<file path="config.mk">
export PLATFORM = sky130hd
export DESIGN_NAME = ew_ram_mr_w_s_init_flat
export DESIGN_NICKNAME = d
export VERILOG_FILES = /design/src/rtl/ew_ram_mr_w_s_init_if.sv /design/src/rtl/ew_ram_mr_w_s_init.sv /design/src/flat_wrapper.sv
export SDC_FILE = /design/constraint.sdc
export NUM_CORES = 1
export LEC_CHECK = 0
export ABC_AREA = 1
export BUFFER_PORTS_ARGS = -buffer_cell sky130_fd_sc_hd__buf_2
export CAP_MARGIN = 0
export CORE_MARGIN = 2
export CORE_UTILIZATION = 30
export DETAILED_ROUTE_END_ITERATION = 6
export PLACE_DENSITY_LB_ADDON = 0.2
export SLEW_MARGIN = 20
export SYNTH_ARGS = -nofsm -noshare
export SYNTH_HDL_FRONTEND = slang
export SYNTH_SLANG_ARGS = --single-unit
</file>
<file path="constraint.sdc">
create_clock -name clk -period 2.25 [get_ports clk]
set_clock_uncertainty 0.2 [all_clocks]
set_input_delay 0.45 -clock clk [delete_from_list [all_inputs] [get_ports clk]]
set_output_delay 0.45 -clock clk [all_outputs]
set_load 0.005 [all_outputs]
</file>
<file path="src/rtl/ew_ram_mr_w_s_init_if.sv">
// Bus bundle for ew_ram_mr_w_s_init: one byte-enabled write port, RD_PORTS read ports,
// init sweep control and a debug view of the controller state.
interface ew_ram_mr_w_s_init_if #(
  parameter int DATA_WIDTH = 32,
  parameter int ADDR_WIDTH = 4,
  parameter int RD_PORTS   = 2
);
  localparam int BE_WIDTH = DATA_WIDTH / 8;

  logic                             init_req;
  logic                             init_busy;
  logic                             cs_n;
  logic                             wr_n;
  logic [BE_WIDTH-1:0]              be;
  logic [ADDR_WIDTH-1:0]            wr_addr;
  logic [DATA_WIDTH-1:0]            data_in;
  logic [RD_PORTS-1:0]              rd_en;
  logic [RD_PORTS*ADDR_WIDTH-1:0]   rd_addr;
  logic [RD_PORTS*DATA_WIDTH-1:0]   data_out;
  logic [RD_PORTS-1:0]              rd_valid;
  logic                             state_dbg;  // 0 = INIT sweep, 1 = READY

  // Writes are fire-and-forget (no ready); each read port returns rd_valid as
  // its completion strobe, aligned with data_out on that port.
  modport master (
    output init_req, cs_n, wr_n, be, wr_addr, data_in, rd_en, rd_addr,
    input  init_busy, data_out, rd_valid, state_dbg
  );
  modport slave (
    input  init_req, cs_n, wr_n, be, wr_addr, data_in, rd_en, rd_addr,
    output init_busy, data_out, rd_valid, state_dbg
  );
endinterface

</file>
<file path="src/rtl/ew_ram_mr_w_s_init.sv">
// Multi-read, single-write register-file RAM cleared by a sequential init sweep.
// Optional macro EW_RAM_RD_BYPASS_EN: write-to-read forwarding when RD_LATENCY=1.
module ew_ram_mr_w_s_init #(
  parameter int DATA_WIDTH = 32,
  parameter int RAM_DEPTH  = 16,
  parameter int RD_PORTS   = 2,
  parameter int RD_LATENCY = 1
) (
  input logic               clk,
  input logic               rst_n,
  ew_ram_mr_w_s_init_if.slave bus
);
  localparam int ADDR_WIDTH = (RAM_DEPTH > 1) ? $clog2(RAM_DEPTH) : 1;
  localparam int BE_WIDTH   = DATA_WIDTH / 8;
  localparam logic [ADDR_WIDTH:0]   DEPTH_W   = (ADDR_WIDTH+1)'(RAM_DEPTH);
  localparam logic [ADDR_WIDTH-1:0] LAST_ADDR = ADDR_WIDTH'(RAM_DEPTH - 1);

  typedef enum logic {ST_INIT = 1'b0, ST_READY = 1'b1} state_t;

  state_t                state_q, state_d;
  logic [ADDR_WIDTH-1:0] init_cnt_q, init_cnt_d;
  logic                  init_we;
  logic                  ready;
  logic                  wr_ok;

  // No reset on the array so it can map onto RAM primitives.
  logic [DATA_WIDTH-1:0] mem [RAM_DEPTH];

  logic [ADDR_WIDTH-1:0] rd_a     [RD_PORTS];
  logic [DATA_WIDTH-1:0] rd_word  [RD_PORTS];

  always_ff @(posedge clk or negedge rst_n) begin
    if (!rst_n) begin
      state_q    <= ST_INIT;
      init_cnt_q <= '0;
    end else begin
      state_q    <= state_d;
      init_cnt_q <= init_cnt_d;
    end
  end

  always_comb begin
    state_d    = state_q;
    init_cnt_d = init_cnt_q;
    init_we    = 1'b0;
    case (state_q)
      ST_INIT: begin
        init_we = 1'b1;
        if (init_cnt_q == LAST_ADDR) begin
          state_d    = ST_READY;
          init_cnt_d = '0;
        end else begin
          init_cnt_d = init_cnt_q + 1'b1;
        end
      end
      ST_READY: begin
        if (bus.init_req) begin
          state_d    = ST_INIT;
          init_cnt_d = '0;
        end
      end
      default: state_d = ST_INIT;
    endcase
  end

  assign ready         = (state_q == ST_READY);
  assign bus.init_busy = ~ready;
  assign bus.state_dbg = state_q;
  assign wr_ok = ready && !bus.cs_n && !bus.wr_n && ({1'b0, bus.wr_addr} < DEPTH_W);

  always_ff @(posedge clk) begin
    if (init_we) begin
      mem[init_cnt_q] <= '0;
    end else if (wr_ok) begin
      for (int k = 0; k < BE_WIDTH; k++) begin
        if (bus.be[k]) mem[bus.wr_addr][8*k +: 8] <= bus.data_in[8*k +: 8];
      end
    end
  end

  // Out-of-range reads return zero rather than whatever the array index yields.
  always_comb begin
    for (int p = 0; p < RD_PORTS; p++) begin
      rd_a[p]    = bus.rd_addr[p*ADDR_WIDTH +: ADDR_WIDTH];
      rd_word[p] = ({1'b0, rd_a[p]} < DEPTH_W) ? mem[rd_a[p]] : '0;
    end
  end

  generate
    if (RD_LATENCY == 0) begin : g_comb_rd
      always_comb begin
        bus.data_out = '0;
        bus.rd_valid = '0;
        for (int p = 0; p < RD_PORTS; p++) begin
          if (ready) bus.data_out[p*DATA_WIDTH +: DATA_WIDTH] = rd_word[p];
          bus.rd_valid[p] = bus.rd_en[p] & ready;
        end
      end
    end else begin : g_reg_rd
      logic [DATA_WIDTH-1:0] fwd_word [RD_PORTS];
      logic [DATA_WIDTH-1:0] dout_q   [RD_PORTS];
      logic [RD_PORTS-1:0]   valid_q;

      always_comb begin
        for (int p = 0; p < RD_PORTS; p++) begin
          fwd_word[p] = rd_word[p];
`ifdef EW_RAM_RD_BYPASS_EN
          // wr_ok already implies the address is in range.
          if (wr_ok && (bus.wr_addr == rd_a[p])) begin
            for (int k = 0; k < BE_WIDTH; k++) begin
              if (bus.be[k]) fwd_word[p][8*k +: 8] = bus.data_in[8*k +: 8];
            end
          end
`endif
        end
      end

      always_ff @(posedge clk or negedge rst_n) begin
        if (!rst_n) begin
          valid_q <= '0;
          for (int p = 0; p < RD_PORTS; p++) dout_q[p] <= '0;
        end else begin
          valid_q <= bus.rd_en & {RD_PORTS{ready}};
          for (int p = 0; p < RD_PORTS; p++) begin
            if (bus.rd_en[p] && ready) dout_q[p] <= fwd_word[p];
          end
        end
      end

      always_comb begin
        bus.data_out = '0;
        for (int p = 0; p < RD_PORTS; p++) bus.data_out[p*DATA_WIDTH +: DATA_WIDTH] = dout_q[p];
        bus.rd_valid = valid_q;
      end
    end
  endgenerate
endmodule

</file>
<file path="src/flat_wrapper.sv">
// flat-port wrapper written by rule: the top's interface ports become plain ports
module ew_ram_mr_w_s_init_flat 
#(
  parameter int DATA_WIDTH = 32,
  parameter int RAM_DEPTH  = 16,
  parameter int RD_PORTS   = 2,
  parameter int RD_LATENCY = 1
)
  (clk, rst_n, bus_init_req, bus_cs_n, bus_wr_n, bus_be, bus_wr_addr, bus_data_in, bus_rd_en, bus_rd_addr, bus_init_busy, bus_data_out, bus_rd_valid, bus_state_dbg);
  ew_ram_mr_w_s_init_if #(.DATA_WIDTH(DATA_WIDTH), .ADDR_WIDTH(4), .RD_PORTS(RD_PORTS)) bus_i ();
  input logic clk;
  input logic rst_n;
  input wire logic [$bits(bus_i.init_req)-1:0] bus_init_req;
  input wire logic [$bits(bus_i.cs_n)-1:0] bus_cs_n;
  input wire logic [$bits(bus_i.wr_n)-1:0] bus_wr_n;
  input wire logic [$bits(bus_i.be)-1:0] bus_be;
  input wire logic [$bits(bus_i.wr_addr)-1:0] bus_wr_addr;
  input wire logic [$bits(bus_i.data_in)-1:0] bus_data_in;
  input wire logic [$bits(bus_i.rd_en)-1:0] bus_rd_en;
  input wire logic [$bits(bus_i.rd_addr)-1:0] bus_rd_addr;
  output wire logic [$bits(bus_i.init_busy)-1:0] bus_init_busy;
  output wire logic [$bits(bus_i.data_out)-1:0] bus_data_out;
  output wire logic [$bits(bus_i.rd_valid)-1:0] bus_rd_valid;
  output wire logic [$bits(bus_i.state_dbg)-1:0] bus_state_dbg;
  assign bus_i.init_req = bus_init_req;
  assign bus_i.cs_n = bus_cs_n;
  assign bus_i.wr_n = bus_wr_n;
  assign bus_i.be = bus_be;
  assign bus_i.wr_addr = bus_wr_addr;
  assign bus_i.data_in = bus_data_in;
  assign bus_i.rd_en = bus_rd_en;
  assign bus_i.rd_addr = bus_rd_addr;
  assign bus_init_busy = bus_i.init_busy;
  assign bus_data_out = bus_i.data_out;
  assign bus_rd_valid = bus_i.rd_valid;
  assign bus_state_dbg = bus_i.state_dbg;
  ew_ram_mr_w_s_init #(.DATA_WIDTH(DATA_WIDTH), .RAM_DEPTH(RAM_DEPTH), .RD_PORTS(RD_PORTS), .RD_LATENCY(RD_LATENCY)) u_core (.clk(clk), .rst_n(rst_n), .bus(bus_i));
endmodule
</file>
==> results of run 1 <==
==> logic make-up (layout without fill, tap and decap cells) <==
kind of cell,Yosys count,in the layout,synth area share
simple gates,2202,2202,0.3295
flops,583,583,0.6007
buf+inv,283,558,0.04307
compound gates,140,140,0.02598
fa+ha+maj,1,1,0.0004381
xor+xnor,1,1,0.0003068
==> metal layers <==
layer,GRT usage,up-vias
met5,0,-
met4,0.07645,0
met3,0.02807,160
met2,0.3517,1027
met1,0.2998,11707
li1,-,11349
==> per-stage QoR <==
stage	std cells	worst slack [ns]
floorplan	3210	-0.006545
global placement	4617	-0.2881
detailed placement	4617	-0.2981
CTS	4749	-0.04339
global route	4750	-0.1430
finish	4750	-0.06650
==> synthesized netlist by cell type <==
cell type  instances
nor2_8             1
dfrtp_1           71
o21ai_0            4
nor2_1           160
a31oi_1            4
buf_2             99
buf_1             26
nand2_2           24
inv_2              2
xnor2_1            1
nor2_4             8
nand2_1         1228
nand3_1          773
or2_2              1
inv_4              1
nand4_1            2
nand3_2            4
a21oi_1          128
nand2_4            1
o211ai_4           2
o22ai_1            1
clkbuf_1          93
inv_1             51
buf_4             11
o31ai_1            1
ha_1               1
edfxtp_1         512
==> final cells by class <==
type                    instances  area (µm²)  area share
flip-flops and latches        583       17150      0.4802
clock inverters                38       386.6     0.01083
clock buffers                  83        1822     0.05101
repair buffers                383        3909      0.1094
inverters                      54       230.2    0.006446
multi-input cells            2344       10630      0.2977
well taps                    1265        1583     0.04432
==> critical path, delay by kind of cell, from the launching register on <==
kind	cells	cell delay, ns
compound gates	1	0.14
buf+inv	3	0.39
flops	1	0.41
simple gates	7	0.87
==> path summary, 6_finish.rpt <==
kind                                          from                      end  slack [ns]  depth (start not counted)
setup reg to reg              u_core.bus.state_dbg        u_core.mem[5][11]       -0.07                         11
min in group asynchronous                    rst_n  u_core.bus.data_out[10]        0.20                          3
max in group asynchronous                    rst_n  u_core.bus.data_out[25]        1.22                          3
setup / recovery              u_core.bus.state_dbg        u_core.mem[5][11]       -0.07                         11
hold reg to reg            u_core.bus.data_out[57]  u_core.bus.data_out[57]        0.32                          2
hold / removal                      bus_rd_addr[7]  u_core.bus.data_out[35]        0.15                          4
==> timing repair <==
action                     CTS  global route
hold endpoints to repair    72             0
setup endpoints to repair  490           845
pin swaps                   16             9
hold buffers                 2             0
gates resized for setup     98            83
setup buffers                9             1
==> power by group through the flow <==
stage | clock (mW) | sequential, mW | combinational [mW]
floorplan | 0 | 16.0 | 4.63
global placement | 0 | 16.4 | 8.95
detailed placement | 0 | 16.4 | 9.01
CTS | 11.2 | 16.2 | 9.92
global route | 11.7 | 16.4 | 11.2
finish | 11.0 | 16.2 | 10.2
==> registers in the layout, summed over array words and instances, names as in the netlist <==
signal / count
u_core.init_cnt_q: 4
u_core.bus.data_out: 64
u_core.bus.state_dbg: 1
u_core.bus.rd_valid: 2
u_core.mem: 512
==> flow_summary.json, run 1 <==
{
  "antenna_left": 0,
  "h-tree-depth": 3,
  "cp.required_ns": 2.35,
  "powerDensity_nw_per_um2": 1047,
  "drc": 0,
  "crit_fanout": 9,
  "die_w_um": 312.5,
  "max-vdd-ir-drop_mv": 0.5082,
  "place_area_um2": 32620,
  "tightest_slew_ns": 0.6085,
  "clock_sinks": 583,
  "yosysUniqueCellTypes": 27,
  "grt_pass1_wl_um": 158500,
  "violations": "negative setup slack",
  "ys_top_cells_by_area": "edfxtp_1, nand2_1, nand3_1, dfrtp_1, a21oi_1",
  "synth_top_area_frac": 0.5385,
  "power.total_mw": 37.41,
  "hold_viol": 0,
  "crit_type": "reg2reg",
  "netlist.top_cell.by_area": "edfxtp_1",
  "nets": 3489,
  "viasPerCell": 5.104,
  "clk_latency_ns": 0.60,
  "core_um2": 94730,
  "cpMaxStageDelayCell": "dfrtp_1",
  "worst_setup_path_end_kind": "flip-flop",
  "tritoncts": "done",
  "grtUsageTotal": 0.2173,
  "cts_root_buf": "clkbuf_16",
  "netlist_area_um2": 28550,
  "seq_power_share": 0.432,
  "most-common-layout-cells": "nand2_1, nand3_1, edfxtp_1, a21oi_1, nor2_1",
  "fillers": 9503,
  "cpPeakStageDelay_ns": 0.41,
  "drt-pass1-iter-count": 6,
  "ys_ff_latch": 583,
  "layout_min_cycle_time_ns": 2.317,
  "antenna_found_initial": 0,
  "die_y_um": 312.5,
  "fin_ws_ns": -0.06650,
  "critPathLaunchType": "flip-flop",
  "yosys_warnings": 0,
  "initial_utilization": 0.3014,
  "cts_buffer_depth": 3,
  "vias": 24243,
  "setup_viol": 181,
  "swShare": 0.3259,
  "combPwrFrac": 0.273,
  "area_growth_pct": 25.08,
  "insertedDiodeCount": 0,
  "hpwl_um": 72900,
  "syn_nets": 3266,
  "fin_area_um2": 35720,
  "ios": 123,
  "slew_headroom": 0.5939,
  "grt_setup_unrepaired": "true",
  "drtIter0Drc": 2747,
  "tns_ns": -5.089,
  "gp_congestion": 0.8481,
  "fin_util": 0.3770,
  "dr_wl_met3_um": 6909,
  "top_layer": "met4",
  "hold-worst-slack_ns": 0.1533,
  "wirelength_met1_um": 46680,
  "grt_pass1_vias": 23540,
  "cts_buffers": 67,
  "yosysSeqAreaShare": 0.6007,
  "syn_inst": 3210,
  "cp_cell_sequence": "inv_4 -> nor2_8 -> o211ai_4 -> nand2_4 -> nand2_1 -> nand2_4 -> nor2_4 -> buf_12 -> nand2_8 -> nor2_4 -> buf_8",
  "num_rows": 113,
  "power.internal_mw": 25.21,
  "cap_violations": 0,
  "finalCritPeriodShare": 1.030,
  "maxSlewViolCount": 0,
  "wl_met2_um": 50370,
  "pwr-share-clk": 0.295,
  "io_buffers": 122,
  "grt_overflow": 0,
  "hp-class": "in2reg",
  "layout_commonest_cell": "nand2_1",
  "routedWlPerCell_um": 22.54,
  "syn_area_per_cell_um2": 8.895,
  "p_sw_mw": 12.19,
  "status": "complete, but fails checks",
  "max_freq_ghz": 0.4317,
  "routed_wl_um": 107000,
  "drive_gt1_frac": 0.1684,
  "grt_max_degree": 72,
  "p_leak_nw": 14.54,
  "clk_pin_slew_ns": 0.07,
  "die_area_um2": 97660,
  "cp.arrival_ns": 2.42
}
Power figures use the tool's default switching activity.
==> inputs of run 2 (changes only) <==
--- a/config.mk
+++ b/config.mk
@@ -11,7 +11,7 @@
 export CORE_MARGIN = 2
 export CORE_UTILIZATION = 30
 export DETAILED_ROUTE_END_ITERATION = 6
-export PLACE_DENSITY_LB_ADDON = 0.2
+export PLACE_DENSITY_LB_ADDON = 0.1
 export SLEW_MARGIN = 20
 export SYNTH_ARGS = -nofsm -noshare
 export SYNTH_HDL_FRONTEND = slang
==> run 2 against run 1 <==
The flow still finishes with violations (negative setup slack). Design area grew 0.32%. Sequential share of layout area shrank 0.15 points. First-iteration DRC count shrank 8.5%. Clock power grew 4%. Global-route usage grew 0.44 points. Clock-buffer cell count is the same. Wire length grew 3.0%. Non-clock buffer count grew 2. Via count grew 2.4%. Sequential power is essentially flat. Critical endpoint is now u_core.mem[6][25].
==> flow_summary.json, run 2 (synthesis results as in run 1) <==
{
  "status": "complete, but fails checks",
  "violations": "negative setup slack",
  "largest_register": "u_core.mem",
  "finalCritPeriodShare": 1.016,
  "insertedDiodeCount": 0,
  "grt_pass1_vias": 24191,
  "grt_setup_unrepaired": "true",
  "cp.required_ns": 2.37,
  "fin_cells": 4757,
  "cp_cell_sequence": "inv_4 -> nor2_8 -> o211ai_4 -> buf_12 -> nand3_4 -> nand2_4 -> nor2_4 -> nand2_4 -> buf_12 -> nor2_4 -> buf_6",
  "drt-pass1-iter-count": 6,
  "tightest_slew_ns": 0.5906,
  "max-vdd-ir-drop_mv": 0.5996,
  "die_w_um": 312.5,
  "powerDensity_nw_per_um2": 1050,
  "clk_pin_slew_ns": 0.06,
  "dp_slack_ns": -0.3753,
  "routedWlPerCell_um": 23.18,
  "cp.arrival_ns": 2.41,
  "max_freq_ghz": 0.4374,
  "hp-class": "in2reg",
  "cpPeakStageDelay_ns": 0.39,
  "most-common-layout-cells": "nand2_1, nand3_1, edfxtp_1, a21oi_1, buf_2",
  "antenna_left": 0,
  "maxSlewViolCount": 0,
  "clk_latency_ns": 0.62,
  "critPathLaunchType": "flip-flop",
  "grtUsageTotal": 0.2217,
  "grt_pass1_wl_um": 161400,
  "power.total_mw": 37.61,
  "cpMaxStageDelayCell": "dfrtp_1",
  "drtIter0Drc": 2514,
  "cts_root_buf": "clkbuf_16",
  "ios": 123,
  "num_rows": 113,
  "path_delay_family": "simple AND/OR/NAND/NOR gates",
  "gp_congestion": 0.8622,
  "tritoncts": "done",
  "routed_wl_um": 110300,
  "io_buffers": 122,
  "setup_viol": 96,
  "layout_min_cycle_time_ns": 2.286,
  "drc": 0,
  "path_buf_inv": 4,
  "clock_sinks": 583,
  "cts_buffers": 69,
  "worst_setup_path_end_kind": "flip-flop",
  "die_y_um": 312.5,
  "cap_violations": 0,
  "largest_reg_flops": 512,
  "tns_ns": -1.540,
  "fin_util": 0.3782,
  "slew_headroom": 0.6048,
  "nets": 3493,
  "antenna_found_initial": 0,
  "cts_buffer_depth": 3,
  "hold_viol": 0,
  "core_um2": 94730,
  "viasPerCell": 5.217,
  "p_leak_nw": 14.61,
  "fin_ws_ns": -0.03637,
  "h-tree-depth": 3,
  "area_growth_pct": 25.49,
  "initial_utilization": 0.3014,
  "hpwl_um": 74630,
  "drive_gt1_frac": 0.1724,
  "die_area_um2": 97660,
  "grt_overflow": 0,
  "grt_max_degree": 88,
  "dp_cells": 4624,
  "crit_fanout": 8,
  "rrSetupSlack_ns": -0.04,
  "vias": 24819,
  "crit_type": "reg2reg",
  "layout_commonest_cell": "nand2_1"
}
-- run 2: worst register-to-register path, delay by kind of cell (launching register included) --
| family | cells | cell delay (ns) |
|---|---|---|
| and+or+nand+nor | 6 | 0.71 |
| buffers and inverters | 4 | 0.56 |
| DFF | 1 | 0.39 |
| AOI/OAI and AO/OA | 1 | 0.13 |
-- run 2: timing repair --
action | in CTS | in global routing
hold buffers | 2 | 0
pin swaps | 7 | 22
setup buffers | 0 | 5
resized for setup | 53 | 127
setup endpoints to repair | 457 | 512
hold endpoints to repair | 76 | 0
-- run 2: worst paths after layout --
path	cells past startpoint	from	to
worst min-delay path	4	bus_data_in[12]	u_core.mem[7][12]
worst max register to register	11	u_core.bus.state_dbg	u_core.mem[6][25]
max in group asynchronous	3	rst_n	u_core.bus.data_out[22]
worst max-delay path	11	u_core.bus.state_dbg	u_core.mem[6][25]
worst min register to register	2	u_core.bus.data_out[27]	u_core.bus.data_out[27]
min in group asynchronous	3	rst_n	u_core.bus.data_out[11]
-- run 2: report_power, final --
group          leakage (nW)  switching, mW  internal [mW]
Sequential             5.63           1.36           14.8
Combinational          7.86           6.32           3.79
Clock                  1.12           4.57           6.81
Total                  14.6           12.2           25.4
-- run 2: area by class of cell --
cell class / count / area, µm²
multi-input combinational: 2344 / 10590
tap: 1265 / 1583
timing repair buffer: 385 / 3990
inverter: 54 / 227.7
sequential: 583 / 17150
clock buffer: 83 / 1853
clock inverter: 43 / 439.2
fill: 9409 / 58900
-- run 2: per-stage QoR --
step	cell area, µm²	hold slack, ns
after global placement	32780	0.3142
final	35830	0.1468
after detailed placement	32780	0.3141
after floorplan	28550	-0.04559
after global routing	35830	0.1444
after CTS	35280	0.1208
-- run 2: per-layer routing --
| layer | vias to the layer above | track usage | share of wire | routed length (µm) |
|---|---|---|---|---|
| li1 | 11368 | - | - | - |
| met1 | 12189 | 0.2996 | 0.43 | 47930 |
| met2 | 1047 | 0.3601 | 0.47 | 51870 |
| met3 | 215 | 0.03431 | 0.061 | 6761 |
| met4 | 0 | 0.08177 | 0.034 | 3726 |
| met5 | - | 0 | 0 | 0 |
